**src/rtl/elevator_scheduler_pkg.sv**
```systemverilog
`default_nettype none
// ============================================================================
// Module  : elevator_scheduler_pkg
// Brief   : Shared state encoding and helpers for the elevator scheduler.
// Revision: 1.0 - initial release
// ============================================================================
package elevator_scheduler_pkg;

    typedef enum logic [1:0] {
        S_IDLE = 2'd0,
        S_MOVE = 2'd1,
        S_DOOR = 2'd2
    } state_t;

    function automatic int max_int(input int a, input int b);
        return (a > b) ? a : b;
    endfunction

endpackage
`default_nettype wire

```
**src/rtl/elevator_scheduler_call_locator.sv**
```systemverilog
`default_nettype none
// ============================================================================
// Module  : call_locator
// Brief   : Reports outstanding calls above, below and at a given floor.
// Revision: 1.0 - initial release
// ============================================================================
module call_locator
    import elevator_scheduler_pkg::*;
#(
    parameter int FLOORS  = 8,
    parameter int FLOOR_W = 3
) (
    input  logic [FLOORS-1:0]  pending,
    input  logic [FLOOR_W-1:0] current_floor,
    output logic               any_above,
    output logic               any_below,
    output logic               here
);

    always_comb begin
        any_above = 1'b0;
        any_below = 1'b0;
        here      = 1'b0;
        for (int i = 0; i < FLOORS; i++) begin
            if (i > int'(current_floor)) begin
                any_above = any_above | pending[i];
            end
            if (i < int'(current_floor)) begin
                any_below = any_below | pending[i];
            end
            if (i == int'(current_floor)) begin
                here = pending[i];
            end
        end
    end

endmodule
`default_nettype wire

```
**src/rtl/elevator_scheduler.sv**
```systemverilog
`default_nettype none
// ============================================================================
// Module  : elevator_scheduler
// Brief   : Single-car SCAN elevator controller (IDLE / MOVE / DOOR).
// Revision: 1.0 - initial release
// ============================================================================
module elevator_scheduler
    import elevator_scheduler_pkg::*;
#(
    parameter int FLOORS      = 8,
    parameter int FLOOR_W     = 3,
    parameter int MOVE_CYCLES = 2,
    parameter int DOOR_CYCLES = 4
) (
    input  logic               clk,
    input  logic               reset,
    input  logic [FLOORS-1:0]  call_req,
    output logic [FLOOR_W-1:0] current_floor,
    output logic               going_up,
    output logic               moving,
    output logic               door_open,
    output logic [FLOORS-1:0]  pending
);

    localparam int c_cnt_max = max_int(MOVE_CYCLES, DOOR_CYCLES);
    localparam int c_cnt_w   = (c_cnt_max > 1) ? $clog2(c_cnt_max) : 1;
    localparam logic [c_cnt_w-1:0] c_move_load = c_cnt_w'(MOVE_CYCLES - 1);
    localparam logic [c_cnt_w-1:0] c_door_load = c_cnt_w'(DOOR_CYCLES - 1);
    localparam logic [FLOORS-1:0]  c_floor_one = {{(FLOORS-1){1'b0}}, 1'b1};

    state_t               r_state;
    state_t               w_state_nxt;
    logic [FLOOR_W-1:0]   r_floor;
    logic [FLOOR_W-1:0]   w_floor_nxt;
    logic                 r_going_up;
    logic                 w_up_nxt;
    logic [c_cnt_w-1:0]   r_cnt;
    logic [c_cnt_w-1:0]   w_cnt_nxt;
    logic [FLOORS-1:0]    r_pending;
    logic [FLOORS-1:0]    w_pending_nxt;
    logic [FLOORS-1:0]    w_clear;

    logic                 w_arrive;
    logic [FLOOR_W-1:0]   w_step_floor;
    logic [FLOOR_W-1:0]   w_eval_floor;
    logic                 w_any_above;
    logic                 w_any_below;
    logic                 w_here;
    logic                 w_ahead;
    logic                 w_behind;
    state_t               w_scan_state;
    logic                 w_scan_up;
    logic [c_cnt_w-1:0]   w_scan_cnt;

    // On an arrival edge the search is done from the floor being entered.
    assign w_arrive     = (r_state == S_MOVE) && (r_cnt == '0);
    assign w_step_floor = r_going_up ? (r_floor + 1'b1) : (r_floor - 1'b1);
    assign w_eval_floor = w_arrive ? w_step_floor : r_floor;

    call_locator #(
        .FLOORS  (FLOORS),
        .FLOOR_W (FLOOR_W)
    ) u_call_locator (
        .pending       (r_pending),
        .current_floor (w_eval_floor),
        .any_above     (w_any_above),
        .any_below     (w_any_below),
        .here          (w_here)
    );

    assign w_ahead  = r_going_up ? w_any_above : w_any_below;
    assign w_behind = r_going_up ? w_any_below : w_any_above;

    always_comb begin
        w_scan_state = S_IDLE;
        w_scan_up    = r_going_up;
        w_scan_cnt   = '0;
        if (w_ahead) begin
            w_scan_state = S_MOVE;
            w_scan_cnt   = c_move_load;
        end else if (w_behind) begin
            w_scan_state = S_MOVE;
            w_scan_up    = ~r_going_up;
            w_scan_cnt   = c_move_load;
        end
    end

    always_comb begin
        w_state_nxt = r_state;
        w_floor_nxt = r_floor;
        w_up_nxt    = r_going_up;
        w_cnt_nxt   = r_cnt;
        case (r_state)
            S_IDLE: begin
                if (w_here) begin
                    w_state_nxt = S_DOOR;
                    w_cnt_nxt   = c_door_load;
                end else begin
                    w_state_nxt = w_scan_state;
                    w_up_nxt    = w_scan_up;
                    w_cnt_nxt   = w_scan_cnt;
                end
            end
            S_MOVE: begin
                if (r_cnt != '0) begin
                    w_cnt_nxt = r_cnt - 1'b1;
                end else begin
                    w_floor_nxt = w_step_floor;
                    if (w_here) begin
                        w_state_nxt = S_DOOR;
                        w_cnt_nxt   = c_door_load;
                    end else begin
                        w_state_nxt = w_scan_state;
                        w_up_nxt    = w_scan_up;
                        w_cnt_nxt   = w_scan_cnt;
                    end
                end
            end
            S_DOOR: begin
                if (r_cnt != '0) begin
                    w_cnt_nxt = r_cnt - 1'b1;
                end else begin
                    w_state_nxt = w_scan_state;
                    w_up_nxt    = w_scan_up;
                    w_cnt_nxt   = w_scan_cnt;
                end
            end
            default: begin
                w_state_nxt = S_IDLE;
                w_cnt_nxt   = '0;
            end
        endcase
    end

    // Door floor is cleared on entry and held clear so same-floor calls are absorbed.
    always_comb begin
        w_clear = '0;
        if (w_state_nxt == S_DOOR) begin
            w_clear = w_clear | (c_floor_one << w_floor_nxt);
        end
        if (r_state == S_DOOR) begin
            w_clear = w_clear | (c_floor_one << r_floor);
        end
        w_pending_nxt = (r_pending | call_req) & ~w_clear;
    end

    always_ff @(posedge clk or posedge reset) begin
        if (reset) begin
            r_state    <= S_IDLE;
            r_floor    <= '0;
            r_going_up <= 1'b1;
            r_cnt      <= '0;
            r_pending  <= '0;
        end else begin
            r_state    <= w_state_nxt;
            r_floor    <= w_floor_nxt;
            r_going_up <= w_up_nxt;
            r_cnt      <= w_cnt_nxt;
            r_pending  <= w_pending_nxt;
        end
    end

    assign current_floor = r_floor;
    assign going_up      = r_going_up;
    assign moving        = (r_state == S_MOVE);
    assign door_open     = (r_state == S_DOOR);
    assign pending       = r_pending;

endmodule
`default_nettype wire

```
**config.mk**
```make
export PLATFORM = sky130hd
export DESIGN_NAME = elevator_scheduler
export DESIGN_NICKNAME = d
export VERILOG_FILES = /design/src/rtl/elevator_scheduler_pkg.sv /design/src/rtl/elevator_scheduler_call_locator.sv /design/src/rtl/elevator_scheduler.sv
export SDC_FILE = /design/constraint.sdc
export NUM_CORES = 1
export LEC_CHECK = 0
export BUFFER_PORTS_ARGS = -buffer_cell sky130_fd_sc_hd__buf_2
export CAP_MARGIN = 10
export CORE_ASPECT_RATIO = 0.75
export CORE_UTILIZATION = 60
export CTS_BUF_LIST = sky130_fd_sc_hd__clkbuf_8
export DETAILED_ROUTE_END_ITERATION = 8
export HOLD_SLACK_MARGIN = 0.12
export PLACE_DENSITY = 0.85
export REMOVE_ABC_BUFFERS = 1
export SYNTH_ARGS = -nofsm -noshare
export SYNTH_HDL_FRONTEND = slang
export SYNTH_SLANG_ARGS = --single-unit
```
**constraint.sdc**
```tcl
create_clock -name clk -period 8.36 [get_ports clk]
set_clock_uncertainty 0.2 [all_clocks]
set_input_delay 1.254 -clock clk [delete_from_list [all_inputs] [get_ports clk]]
set_output_delay 1.254 -clock clk [all_outputs]
set_load 0.005 [all_outputs]
```
# Yosys cells after proc, flatten, opt, wreduce, memory -nomap -nowiden
# Cells that the tools add are included.
classes:
  addsub: 3
  mul: 0
  n_div: 0
  n_lt_le_gt_ge: 14
  n_eq_ne: 12
  shift: 2
  mux: 46
  n_bitwise: 17
  reduce_logical: 7
op_table:
  columns: ["op", "n"]
  rows:
  - ["2-to-1 mux 1 bit", 31]
  - ["2-to-1 mux 8 bit", 2]
  - ["OR 8 bit", 2]
  - ["<< shifter 1 x 3 -> 8 bit (first input constant)", 2]
  - ["equality test 3 bit (first input constant)", 4]
  - ["greater-than comparator 3 bit (first input constant)", 4]
  - ["2-to-1 mux 2 bit", 6]
  - ["2-to-1 mux 3 bit", 4]
  - ["OR 1 bit", 12]
  - ["case mux 2 bit (3 select lines)", 2]
  - ["< comparator 3 bit (first input constant)", 3]
  - ["AND 8 bit", 1]
  - ["NOT 8 bit", 1]
  - ["equality test 2 x 3 -> 1 bit (first input constant)", 2]
  - ["greater-than comparator 2 x 3 -> 1 bit (first input constant)", 2]
  - ["< comparator 1 x 3 -> 1 bit (first input constant)", 2]
  - ["< comparator 2 x 3 -> 1 bit (first input constant)", 2]
  - ["equality test 2 bit (second input constant)", 2]
  - ["zero test 2 bit", 2]
  - ["!= test 2 bit (second input constant)", 2]
  - ["adder 3 x 1 -> 3 bit (second input constant)", 1]
  - ["equality test 1 x 3 -> 1 bit (first input constant)", 1]
  - ["greater-than comparator 1 x 3 -> 1 bit (first input constant)", 1]
  - ["zero test 3 bit", 1]
  - ["9 further kinds", 9]
word_totals:
  reg_bits: 16
  latch_bits: 0
  ram_bits: 0
  rom_bits: 0
  in_bits: 10
  out_inout_bits: 14
  mem_count: 0

# Longest topological paths before layout
# Gate-level depths: netlist of the first run.
logic_depth:
  word_depth: 29
  ltp_mapped: 10
  mapped_depth_nobuf: 9

# By module
# From an unflattened synthesis of the first run, not the netlist that was laid out.
hier_totals:
  hier_cells: 124
  area_unflattened_um2: 1148.6
modules_own_cells:
  columns: ["module", "instances", "cells_per_inst", "area_each_um2"]
  rows:
  - ["elevator_scheduler", 1, 99, 959.7]
  - ["call_locator", 1, 25, 188.9]

# Worst setup path after synthesis of the first run
# Ideal clock, no wire load.
synth_timing:
  path_type: "register to register"
  startpoint: "reg r_going_up (netlist: going_up)"
  endpoint: "reg r_pending[4] (netlist: pending[4])"
  setup_time_ns: 0.142
  t_arrival_ns: 2.485
  path_slack_ns: 5.533
  path_stages_with_launch: 10
  synth_period_minus_slack_ns: 2.827
  path_cell_list: "dfstp_2 inv_1 fa_1 xor2_1 or3_4 nand2_2 mux2i_1 nor2_2 a2111oi_4 a31oi_1"
synth_between:
  elab_chain_len: 28
synth_lines:
  columns: ["element", "line", "source"]
  rows:
  - ["from (decl)", "elevator_scheduler.sv:35", "logic r_going_up;"]
  - ["from (signal assigned)", "elevator_scheduler.sv:157", "r_going_up <= w_up_nxt;"]
  - ["2-to-1 mux 3 bit", "elevator_scheduler.sv:57", "assign w_step_floor = r_going_up ? (r_floor + 1'b1) : (r_floor - 1'b1);"]
  - ["2-to-1 mux 3 bit", "elevator_scheduler.sv:58", "assign w_eval_floor = w_arrive ? w_step_floor : r_floor;"]
  - ["greater-than comparator 1 x 3 -> 1 bit or < comparator 1 x 3 -> 1 bit (tied branches)", "elevator_scheduler_call_locator.sv:25, elevator_scheduler_call_locator.sv:28", null]
  - ["2-to-1 mux 1 bit, on equally long branches", "elevator_scheduler_call_locator.sv:25, elevator_scheduler_call_locator.sv:28", null]
  - ["OR 1 bit, on equally long branches", "elevator_scheduler_call_locator.sv:26, elevator_scheduler_call_locator.sv:29", null]
  - ["2-to-1 mux 1 bit, on equally long branches", "elevator_scheduler_call_locator.sv:25, elevator_scheduler_call_locator.sv:28", null]
  - ["OR 1 bit, on equally long branches", "elevator_scheduler_call_locator.sv:26, elevator_scheduler_call_locator.sv:29", null]
  - ["2-to-1 mux 1 bit, on equally long branches", "elevator_scheduler_call_locator.sv:25, elevator_scheduler_call_locator.sv:28", null]
  - ["[13 not listed]", null, null]
  - ["case mux 2 bit (3 select lines)", "elevator_scheduler.sv:93", "case (r_state)"]
  - ["equality test 2 bit", "elevator_scheduler.sv:138", "if (w_state_nxt == S_DOOR) begin"]
  - ["2-to-1 mux 8 bit *", "elevator_scheduler.sv:138", null]
  - ["OR 8 bit", "elevator_scheduler.sv:142", "w_clear = w_clear | (c_floor_one << r_floor);"]
  - ["2-to-1 mux 8 bit *", "elevator_scheduler.sv:141", "if (r_state == S_DOOR) begin"]
  - ["NOT 8 bit *", "elevator_scheduler.sv:144", "w_pending_nxt = (r_pending | call_req) & ~w_clear;"]
  - ["AND 8 bit *", "elevator_scheduler.sv:144", null]
  - ["named net w_pending_nxt[4]", "elevator_scheduler.sv:40", "logic [FLOORS-1:0] w_pending_nxt;"]
  - ["to (signal assigned)", "elevator_scheduler.sv:159", "r_pending <= w_pending_nxt;"]
  - ["to (decl)", "elevator_scheduler.sv:39", "logic [FLOORS-1:0] r_pending;"]
# Mark *: on every way through the listed nets, which the timed path passes. The rest lies on a longest branch.
# A chain may end at the register's enable or synchronous reset.

# Worst setup path after layout of the first run
layout_timing:
  startpoint: "reg r_state[1]"
  endpoint: "reg r_pending[2] (netlist: pending[2])"
layout_between:
  elab_chain_len: 29
layout_lines:
  columns: ["element", "line", "source"]
  rows:
  - ["from (decl)", "elevator_scheduler.sv:31", "state_t r_state;"]
  - ["from (signal assigned)", "elevator_scheduler.sv:155", "r_state <= w_state_nxt;"]
  - ["equality test 2 x 1 -> 1 bit", "elevator_scheduler.sv:56, elevator_scheduler.sv:93", null]
  - ["logical AND 1 bit", "elevator_scheduler.sv:56", "assign w_arrive = (r_state == S_MOVE) && (r_cnt == '0);"]
  - ["2-to-1 mux 3 bit", "elevator_scheduler.sv:58", null]
  - ["greater-than comparator 1 x 3 -> 1 bit or < comparator 1 x 3 -> 1 bit (tied branches)", "elevator_scheduler_call_locator.sv:25, elevator_scheduler_call_locator.sv:28", null]
  - ["2-to-1 mux 1 bit, on equally long branches", "elevator_scheduler_call_locator.sv:25, elevator_scheduler_call_locator.sv:28", null]
  - ["OR 1 bit, on equally long branches", "elevator_scheduler_call_locator.sv:26, elevator_scheduler_call_locator.sv:29", null]
  - ["2-to-1 mux 1 bit, on equally long branches", "elevator_scheduler_call_locator.sv:25, elevator_scheduler_call_locator.sv:28", null]
  - ["OR 1 bit, on equally long branches", "elevator_scheduler_call_locator.sv:26, elevator_scheduler_call_locator.sv:29", null]
  - ["[14 not listed]", null, null]
  - ["case mux 2 bit (3 select lines)", "elevator_scheduler.sv:93", null]
  - ["equality test 2 bit", "elevator_scheduler.sv:138", null]
  - ["2-to-1 mux 8 bit", "elevator_scheduler.sv:138", null]
  - ["OR 8 bit", "elevator_scheduler.sv:142", null]
  - ["2-to-1 mux 8 bit *", "elevator_scheduler.sv:141", null]
  - ["NOT 8 bit *", "elevator_scheduler.sv:144", null]
  - ["AND 8 bit *", "elevator_scheduler.sv:144", null]
  - ["named net w_pending_nxt[2]", "elevator_scheduler.sv:40", null]
# Marks and branches as above.

==> flow_metrics.py, run 1 <==
metrics = {
    "global_route": {
        "antenna_found_initial": 0,
        "grt_overflow": 0,
        "grt_pass1_wl_um": 5310,
        "grtUsageMet1_pct": 47.4,
        "grt_pass1_vias": 1130,
        "grt_usage_pct": 32.7,
        "met2_usage_pct": 47.2,
        "grt_use_met3_pct": 6.96,
        "top_usage_layer": "met1",
        "grt_max_degree": 29,
    },
    "synthesis": {
        "yosysSeqAreaShare_pct": 31.8,
        "async_reset_ff_share_pct": 100,
        "synth-edff-count": 0,
        "yosysWarningCount": 0,
        "ys.flop_type": "dfrtp_1",
        "syn_area_per_cell_um2": 8.82,
        "netlist-cell-type-count": 54,
        "ys_ff_latch": 16,
        "syn_area_um2": 1260,
        "synthesis.instances": 143,
    },
    "layout": {
        "final_common_cell": "buf_2",
        "drive_above_1_share_pct": 23.3,
        "nNetsFinal": 175,
        "synthToLayoutAreaGrowth_pct": 12.8,
        "layout_common_cells": "buf_2 (23), dfrtp_1 (15), nand2_1 (11)",
        "n_antenna_cell": 0,
    },
    "critical_path": {
        "worstSetupPathType": "flip-flop to flip-flop",
        "reg2regPathDepth": 7,
        "reg2reg_to": "pending[2]",
        "worst_ep_arrival_time_ps": 3430,
        "reg2reg_slack_ps": 4840,
        "cp_slowest_cell": "or4b_1",
        "crit_chain": "or4b_1, or3_4, nand2_2, mux2i_1, nor2_2, a2111oi_4, a31oi_1",
        "crit_family": "simple AND/OR/NAND/NOR gates",
        "worstPathMaxFanout": 15,
        "cp-end-kind": "flip-flop",
        "r2r_start": "r_state[1]",
        "slowest_delay_ps": 780,
        "worst-path-buf-inv": 0,
        "critPathRequiredTime_ps": 8270,
        "crit_cells": 7,
        "start_kind": "flip-flop",
    },
    "detailed_routing": {
        "ant_nets": 0,
        "drt-initial-drc-count": 59,
        "wl_um": 3350,
        "wl_per_cell_um": 18.1,
        "vias": 1275,
        "drc": 0,
        "vias_per_cell": 6.89,
        "firstDrtPassIters": 4,
    },
    "status": {
        "status": "completed",
    },
    "sta": {
        "rsz0062_at_grt": "false",
        "finalSetupViolations": 0,
        "max_slew.worst_pin.slew_ps": 608,
        "report.final.slew_viol_count": 0,
        "setup_tns_ps": 0,
        "hold_viol_final": 0,
        "fin_crit_sh_pct": 42.1,
        "timing.fmax_ghz": 0.284,
        "slew_headroom_pct": 59.4,
        "fin_crit_ps": 3520,
    },
    "power": {
        "total_power_uw": 642,
        "p_leak_uw": 0.000570,
        "vdd_drop_max_v": 0.000321,
        "p_per_area_nw_per_um2": 452,
    },
    "floorplanning": {
        "fp-row-count": 13,
        "die_w_um": 54.9,
        "die_area_um2": 2290,
        "initial_utilization_pct": 68.0,
        "fp.dieH_um": 41.7,
        "design.portCount": 24,
        "coreArea_um2": 1850,
    },
    "clock_tree": {
        "htree_levels": 1,
        "cts_sinks": 16,
        "cts-hold-fix-buffers": 0,
        "post_cts_buffers": 0,
        "worstSkewPairLatency_ps": 250,
        "root_buffer": "clkbuf_8",
        "cts_resized": 0,
        "cts_made_buffers": 3,
        "cts_buffer_depth": 2,
        "cts.reportedPaths.clkPinSlew_ps": 60,
        "cts_tree": "done",
    },
    "place": {
        "gp_congestion": 0.905,
        "dp_hpwl_um": 2370,
        "portBuffers": 23,
    },
    "min_path": {
        "hold_class": "flip-flop to flip-flop",
        "hold_depth": 2,
        "whs_endpoint": "going_up",
        "holdCritStartpoint": "going_up",
    },
    "flow_run": {
        "maxCapViolations": 0,
    },
}
worst max-delay path by stage:
| stage | startpoint | end |
|---|---|---|
| floorplan | r_state[1] | r_cnt[0] |
| global placement | current_floor[0] | r_state[0] |
| detailed placement | r_state[1] | pending[2] |
| CTS | r_state[1] | pending[2] |
| global route | r_state[1] | pending[2] |
| finish | r_state[1] | pending[2] |
metrics by stage:
step	hold WS, ps	instances	cell area (µm²)	worst slack [ps]	util, %
floorplan	312	134	1220	5200	-
global route	368	185	1420	4650	76.7
global placement	323	181	1380	5070	74.3
detailed placement	337	181	1380	4890	74.3
finish	345	185	1420	4840	76.7
CTS	346	185	1420	4850	76.7
logic make-up (layout without fill, tap and decap cells):
group	count (synthesis)	count (layout)	synth area share, %
flops	16	16	31.8
buf+inv	18	38	5.95
simple gates	54	54	24.6
fa+ha+maj	1	1	1.59
mux	6	6	4.76
xor+xnor	2	2	1.39
compound gates	46	46	29.9
synthesized netlist by cell type (3+ instances only):
library cell | instances | share of area [%]
dfrtp_1 | 15 | 30
nor4_1 | 3 | 1.5
o22ai_1 | 6 | 3.0
o21ai_0 | 4 | 1.6
inv_1 | 8 | 2.4
nand2_1 | 11 | 3.3
nand3_1 | 4 | 1.6
nand2b_1 | 6 | 3.0
clkbuf_1 | 5 | 1.5
nor2_1 | 8 | 2.4
mux2i_1 | 6 | 4.8
a21oi_1 | 5 | 2.0
nor2b_1 | 3 | 1.5
and3_1 | 3 | 1.5
a31oi_1 | 6 | 3.0
o32ai_1 | 3 | 2.1
layout make-up:
type	count	area (µm²)
multi-input cells	109	785
fillers	132	432
flip-flops and latches	16	402
repair buffers	25	130
clock buffers	3	41.3
inverters	9	33.8
well taps	22	27.5
clock inverters	1	3.75
worst min-delay path: cells and delay by family, from the launching register on:
family          cells  cell delay, ps
compound gates      1              60
buf+inv             1             100
flops               1             380
registers in the layout, summed over array words and instances, names as in the netlist:
| signal | cells |
|---|---|
| going_up | 1 |
| current_floor | 3 |
| r_cnt | 2 |
| r_state | 2 |
| pending | 8 |
layer usage:
metal	part of all wire [%]	up-vias	wire [µm]
li1	-	587	-
met1	45	621	1520
met2	45	56	1520
met3	7.1	11	237
met4	2.2	0	74
met5	0	-	0
power by group:
group / switching, µW / internal [µW] / leakage, µW
sequential: 68.6 / 114 / 0.000175
combinational: 237 / 166 / 0.000368
clock: 24.8 / 32.5 / 0.0000269
total: 330 / 313 / 0.000570
No activity file was read; power rests on OpenSTA's default activity.
==> run 2, diff against run 1 <==
--- a/config.mk
+++ b/config.mk
@@ -8,11 +8,11 @@
 export BUFFER_PORTS_ARGS = -buffer_cell sky130_fd_sc_hd__buf_2
 export CAP_MARGIN = 10
 export CORE_ASPECT_RATIO = 0.75
-export CORE_UTILIZATION = 60
+export CORE_UTILIZATION = 51
 export CTS_BUF_LIST = sky130_fd_sc_hd__clkbuf_8
 export DETAILED_ROUTE_END_ITERATION = 8
 export HOLD_SLACK_MARGIN = 0.12
-export PLACE_DENSITY = 0.85
+export PLACE_DENSITY = 0.77
 export REMOVE_ABC_BUFFERS = 1
 export SYNTH_ARGS = -nofsm -noshare
 export SYNTH_HDL_FRONTEND = slang
==> constraint.sdc (replaced) <==
create_clock -name clk -period 3 [get_ports clk]
set_clock_uncertainty 0.2 [all_clocks]
set_input_delay 0.45 -clock clk [delete_from_list [all_inputs] [get_ports clk]]
set_output_delay 0.45 -clock clk [all_outputs]
set_load 0.005 [all_outputs]
==> run 2 against run 1 <==
Sequential share of layout area shrank 2.3 points; core utilization shrank 10 points; sequential power grew to 2.7 times the previous value; via count grew 3.5%; worst hold slack lost 47 ps; sequential cell count is the same; combinational power grew to 3.3 times the previous value.
==> flow_metrics.py, run 2 (synthesis results as in run 1) <==
metrics = {
    "place": {
        "gp_congestion": 0.865,
        "portBuffers": 23,
        "dp_hpwl_um": 2690,
        "post-place-cells": 200,
        "dpl_worst_slack_ps": 55.9,
    },
    "detailed_routing": {
        "drc": 0,
        "vias_per_cell": 6.37,
        "ant_nets": 0,
        "drt-initial-drc-count": 125,
        "wl_um": 3630,
        "firstDrtPassIters": 4,
        "vias": 1319,
        "wl_per_cell_um": 17.5,
    },
    "floorplanning": {
        "initial_utilization_pct": 54.2,
        "coreArea_um2": 2330,
        "fp-row-count": 15,
        "design.portCount": 24,
        "die_w_um": 59.4,
        "die_area_um2": 2680,
        "fp.dieH_um": 45.1,
    },
    "layout": {
        "layout_common_cells": "buf_2 (23), dfrtp_1 (15), nand2_1 (11), buf_4 (11), inv_1 (9)",
        "fillCellCount": 219,
        "fin_cells": 207,
        "nNetsFinal": 185,
        "final_common_cell": "buf_2",
        "synthToLayoutAreaGrowth_pct": 22.6,
        "drive_above_1_share_pct": 30.6,
        "largest_reg_flops": 8,
        "n_antenna_cell": 0,
    },
    "power": {
        "p_int_uw": 990,
        "p_per_area_nw_per_um2": 1280,
        "p_leak_uw": 0.000621,
        "vdd_drop_max_v": 0.000746,
        "switchingPower_uw": 984,
        "p_comb_share_pct": 66.9,
        "switching_share_pct": 49.9,
        "seqPwrFrac_pct": 24.8,
        "power.share.clock_pct": 8.3,
    },
    "sta": {
        "hold_viol_final": 0,
        "rsz0062_at_grt": "false",
        "max_slew.worst_pin.slew_ps": 596,
        "setup_tns_ps": 0,
        "fin_crit_ps": 2880,
        "timing.fmax_ghz": 0.347,
        "slew_headroom_pct": 60.3,
        "fin_crit_sh_pct": 96.0,
        "finalWorstSetupSlack_ps": 119,
        "finalSetupViolations": 0,
        "report.final.slew_viol_count": 0,
    },
    "clock_tree": {
        "root_buffer": "clkbuf_8",
        "cts_buffer_depth": 2,
        "worstSkewPairLatency_ps": 250,
        "cts_sinks": 16,
        "cts.reportedPaths.clkPinSlew_ps": 60,
        "htree_levels": 1,
        "cts_made_buffers": 3,
        "cts_tree": "done",
    },
    "critical_path": {
        "worstSetupPathType": "flip-flop to flip-flop",
        "start_kind": "flip-flop",
        "critPathRequiredTime_ps": 2940,
        "slowest_delay_ps": 650,
        "cp_slowest_cell": "or4b_1",
        "worst_ep_arrival_time_ps": 2820,
        "crit_family": "simple AND/OR/NAND/NOR gates",
        "worst-path-buf-inv": 1,
        "reg2regPathDepth": 8,
        "reg2reg_to": "r_cnt[0]",
        "cp-end-kind": "flip-flop",
        "crit_chain": "or4b_1, buf_4, and2_1, o31ai_1, a32oi_2, nor4_1, o21ai_0, and3_1",
        "reg2reg_slack_ps": 120,
        "worstPathMaxFanout": 7,
        "r2r_start": "r_state[1]",
    },
    "min_path": {
        "hold_class": "input pin to flip-flop",
        "whs_endpoint": "pending[0]",
        "hold_depth": 3,
        "holdCritStartpoint": "call_req[0]",
    },
    "status": {
        "status": "completed",
    },
    "global_route": {
        "grt_usage_pct": 29.1,
        "grt_pass1_wl_um": 5710,
        "antenna_found_initial": 0,
        "grt_max_degree": 28,
        "grt_pass1_vias": 1147,
        "grt_overflow": 0,
    },
    "flow_run": {
        "maxCapViolations": 0,
    },
}
## run 2: power by group through the flow
stage          clock (µW)  sequential [µW]  combinational [µW]
6_report              164              490                1320
5_1_grt               174              507                1430
4_1_cts               164              479                1230
3_5_place_dp            0              484                1220
3_3_place_gp            0              471                1170
2_1_floorplan           0              503                 768
## run 2: worst min-delay path, cell delays in order
cell and delay (ps):
buf_2 80, o32ai_1 70, a21oi_1 110
## run 2: stage by stage
| stage | power, µW | area, µm² | util [%] | hold WS (ps) |
|---|---|---|---|---|
| 2_1_floorplan | 1270 | 1220 | - | 163 |
| 3_3_place_gp | 1640 | 1450 | 62.1 | 315 |
| 3_5_place_dp | 1700 | 1450 | 62.1 | 335 |
| 4_1_cts | 1870 | 1500 | 64.5 | 300 |
| 5_1_grt | 2110 | 1550 | 66.5 | 308 |
| 6_report | 1970 | 1550 | 66.5 | 298 |
## run 2: area by class of cell
cell class | instances | area, µm² | area share (%)
multi-input cells | 109 | 816 | 52.8
flip-flops and latches | 16 | 402 | 26.0
repair buffers | 35 | 208 | 13.4
well taps | 34 | 42.5 | 2.75
clock buffers | 3 | 41.3 | 2.67
inverters | 9 | 33.8 | 2.18
clock inverters | 1 | 3.75 | 0.243
## run 2: worst max path at each step
| stage | slack (ps) | cells past startpoint | startpoint | endpoint |
|---|---|---|---|---|
| 5_1_grt | 20 | 8 | r_state[1] | r_cnt[0] |
| 4_1_cts | 10 | 10 | going_up | r_state[0] |
| 3_5_place_dp | 60 | 10 | going_up | r_state[0] |
| 3_3_place_gp | 140 | 9 | going_up | going_up |
| 2_1_floorplan | -160 | 7 | r_state[1] | r_cnt[0] |
| 6_report | 120 | 8 | r_state[1] | r_cnt[0] |
## run 2: per-layer routing
layer,vias up,track usage (%),routed length (µm),part of all wire [%]
li1,612,-,-,-
met1,641,44.2,1630,45
met2,58,44.0,1710,47
met3,8,2.87,229,6.3
met4,0,8.57,63,1.7
met5,-,0,0,0
## run 2: timing repair
item | in CTS | in global routing
setup endpoints to repair | 0 | 11
hold buffers | 1 | 0
buffers inserted | 0 | 2
resized for setup | 0 | 7
hold endpoints to repair | 15 | 0
==> run 3, diff against run 2 <==
--- a/config.mk
+++ b/config.mk
@@ -14,6 +14,7 @@
 export HOLD_SLACK_MARGIN = 0.12
 export PLACE_DENSITY = 0.77
 export REMOVE_ABC_BUFFERS = 1
+export SETUP_SLACK_MARGIN = 0.5
 export SYNTH_ARGS = -nofsm -noshare
 export SYNTH_HDL_FRONTEND = slang
 export SYNTH_SLANG_ARGS = --single-unit
==> run 3 against run 2 <==
Global-route usage up 1.5 points; combinational power is 20% higher; cell area rose by 8.6%; sequential cell count did not move; via count is 5.7% higher; clock power about the same; critical path type unchanged; largest power group unchanged.
==> flow_metrics.py, run 3 (synthesis results as in run 1) <==
metrics = {
    "status": {
        "status": "completed",
    },
    "sta": {
        "hold_viol_final": 0,
        "timing.fmax_ghz": 0.354,
        "finalWorstSetupSlack_ps": 173,
        "finalSetupViolations": 0,
        "max_slew.worst_pin.slew_ps": 611,
        "report.final.slew_viol_count": 0,
        "setup_tns_ps": 0,
        "rsz0062_at_grt": "true",
        "fin_crit_ps": 2830,
        "fin_crit_sh_pct": 94.2,
        "slew_headroom_pct": 59.2,
    },
    "detailed_routing": {
        "vias": 1394,
        "highest_layer": "met4",
        "wl_um": 3930,
        "drt-initial-drc-count": 138,
        "dr_wl_met3_um": 353,
        "drc": 0,
        "ant_nets": 0,
        "vias_per_cell": 6.51,
        "wl_met2_um": 1860,
        "met1_length_um": 1670,
        "firstDrtPassIters": 5,
        "wl_per_cell_um": 18.4,
    },
    "layout": {
        "drive_above_1_share_pct": 39.4,
        "postLayoutCoreUtil_pct": 72.2,
        "largest_reg_flops": 8,
        "n_antenna_cell": 0,
        "final_common_cell": "buf_2",
        "layout_common_cells": "buf_2 (23), buf_4 (15), nand2_1 (11), dfrtp_1 (11)",
        "fin_cells": 214,
        "nNetsFinal": 192,
        "final_cell_area_um2": 1680,
        "synthToLayoutAreaGrowth_pct": 33.1,
    },
    "critical_path": {
        "start_kind": "flip-flop",
        "worst_ep_arrival_time_ps": 2810,
        "worstPathMaxFanout": 4,
        "critPathRequiredTime_ps": 2980,
        "cp-end-kind": "flip-flop",
        "worstSetupPathType": "flip-flop to flip-flop",
    },
    "global_route": {
        "grt_overflow": 0,
        "antenna_found_initial": 0,
        "grt_max_degree": 28,
        "grt_pass1_vias": 1197,
        "grt_pass1_wl_um": 5970,
        "grt_usage_pct": 30.7,
    },
    "flow_run": {
        "maxCapViolations": 0,
    },
    "power": {
        "p_per_area_nw_per_um2": 1340,
        "vdd_drop_max_v": 0.000734,
        "p_leak_uw": 0.000667,
    },
    "clock_tree": {
        "cts_sinks": 16,
        "root_buffer": "clkbuf_8",
        "htree_levels": 1,
        "cts_tree": "done",
        "worstSkewPairLatency_ps": 250,
        "cts_buffer_depth": 2,
        "cts.reportedPaths.clkPinSlew_ps": 60,
        "cts_made_buffers": 3,
    },
    "floorplanning": {
        "fp.dieH_um": 45.1,
        "die_area_um2": 2680,
        "fp-row-count": 15,
        "coreArea_um2": 2330,
        "die_w_um": 59.4,
        "design.portCount": 24,
        "initial_utilization_pct": 54.2,
    },
    "min_path": {
        "hold_class": "input pin to flip-flop",
    },
    "place": {
        "dp_hpwl_um": 2690,
        "gp_congestion": 0.865,
        "portBuffers": 23,
        "place_area_um2": 1450,
        "dpl_worst_slack_ps": 55.9,
        "post-place-cells": 200,
    },
}
[run 3: cell types whose count changed in the layout (fill, tap and decap cells not counted), sizes merged]
| cell | before | now |
|---|---|---|
| clkinv | 1 | 0 |
| inv | 9 | 10 |
| buf | 34 | 41 |
[run 3: power by group]
group / switching (µW) / internal (µW)
sequential: 165 / 323
clock: 73.4 / 90.7
combinational: 869 / 723
[run 3: critical path, cell delays in order (launching register included)]
cell and delay [ps]:
dfstp_2 550, inv_2 50, fa_2 390, xor2_4 190
or3_4 360, nand2_4 100, mux2i_4 90, buf_6 130
o32a_1 380, o21a_1 200, a2bb2oi_2 130
[run 3: final timing paths]
path	from	to	slack, ps	depth (start not counted)
worst max register to register	going_up	going_up	170	10
worst min-delay path	call_req[0]	pending[0]	300	3
worst max-delay path	going_up	going_up	170	10
worst min register to register	going_up	going_up	400	3
min in group asynchronous	reset	current_floor[2]	610	3
max in group asynchronous	reset	r_state[0]	1550	3
[run 3: per-layer routing]
metal / vias to the layer above / global-route usage (%)
met1: 676 / 45.4
met4: 0 / 7.62
li1: 624 / -
met3: 10 / 2.58
met2: 84 / 48.8
met5: - / 0
[run 3: timing repair]
item | in CTS | in global routing
hold buffers | 1 | 0
pin swaps | 7 | 4
endpoints found under the hold margin | 15 | 0
gates resized for setup | 17 | 9
buffers inserted | 8 | 1
endpoints found under the setup margin | 13 | 13
[run 3: per-stage QoR]
stage	hold slack, ps	total power, µW
after floorplan	163	1270
after global placement	315	1640
after detailed placement	335	1700
after CTS	300	2110
after global routing	308	2370
final	297	2240
[run 3: cell type report]
class | count | area [µm²]
Multi-Input combinational cell | 109 | 880
Sequential cell | 16 | 407
Clock inverter | 1 | 3.75
Tap cell | 34 | 42.5
Clock buffer | 3 | 41.3
Inverter | 9 | 33.8
Fill cell | 204 | 648
Timing Repair Buffer | 42 | 272
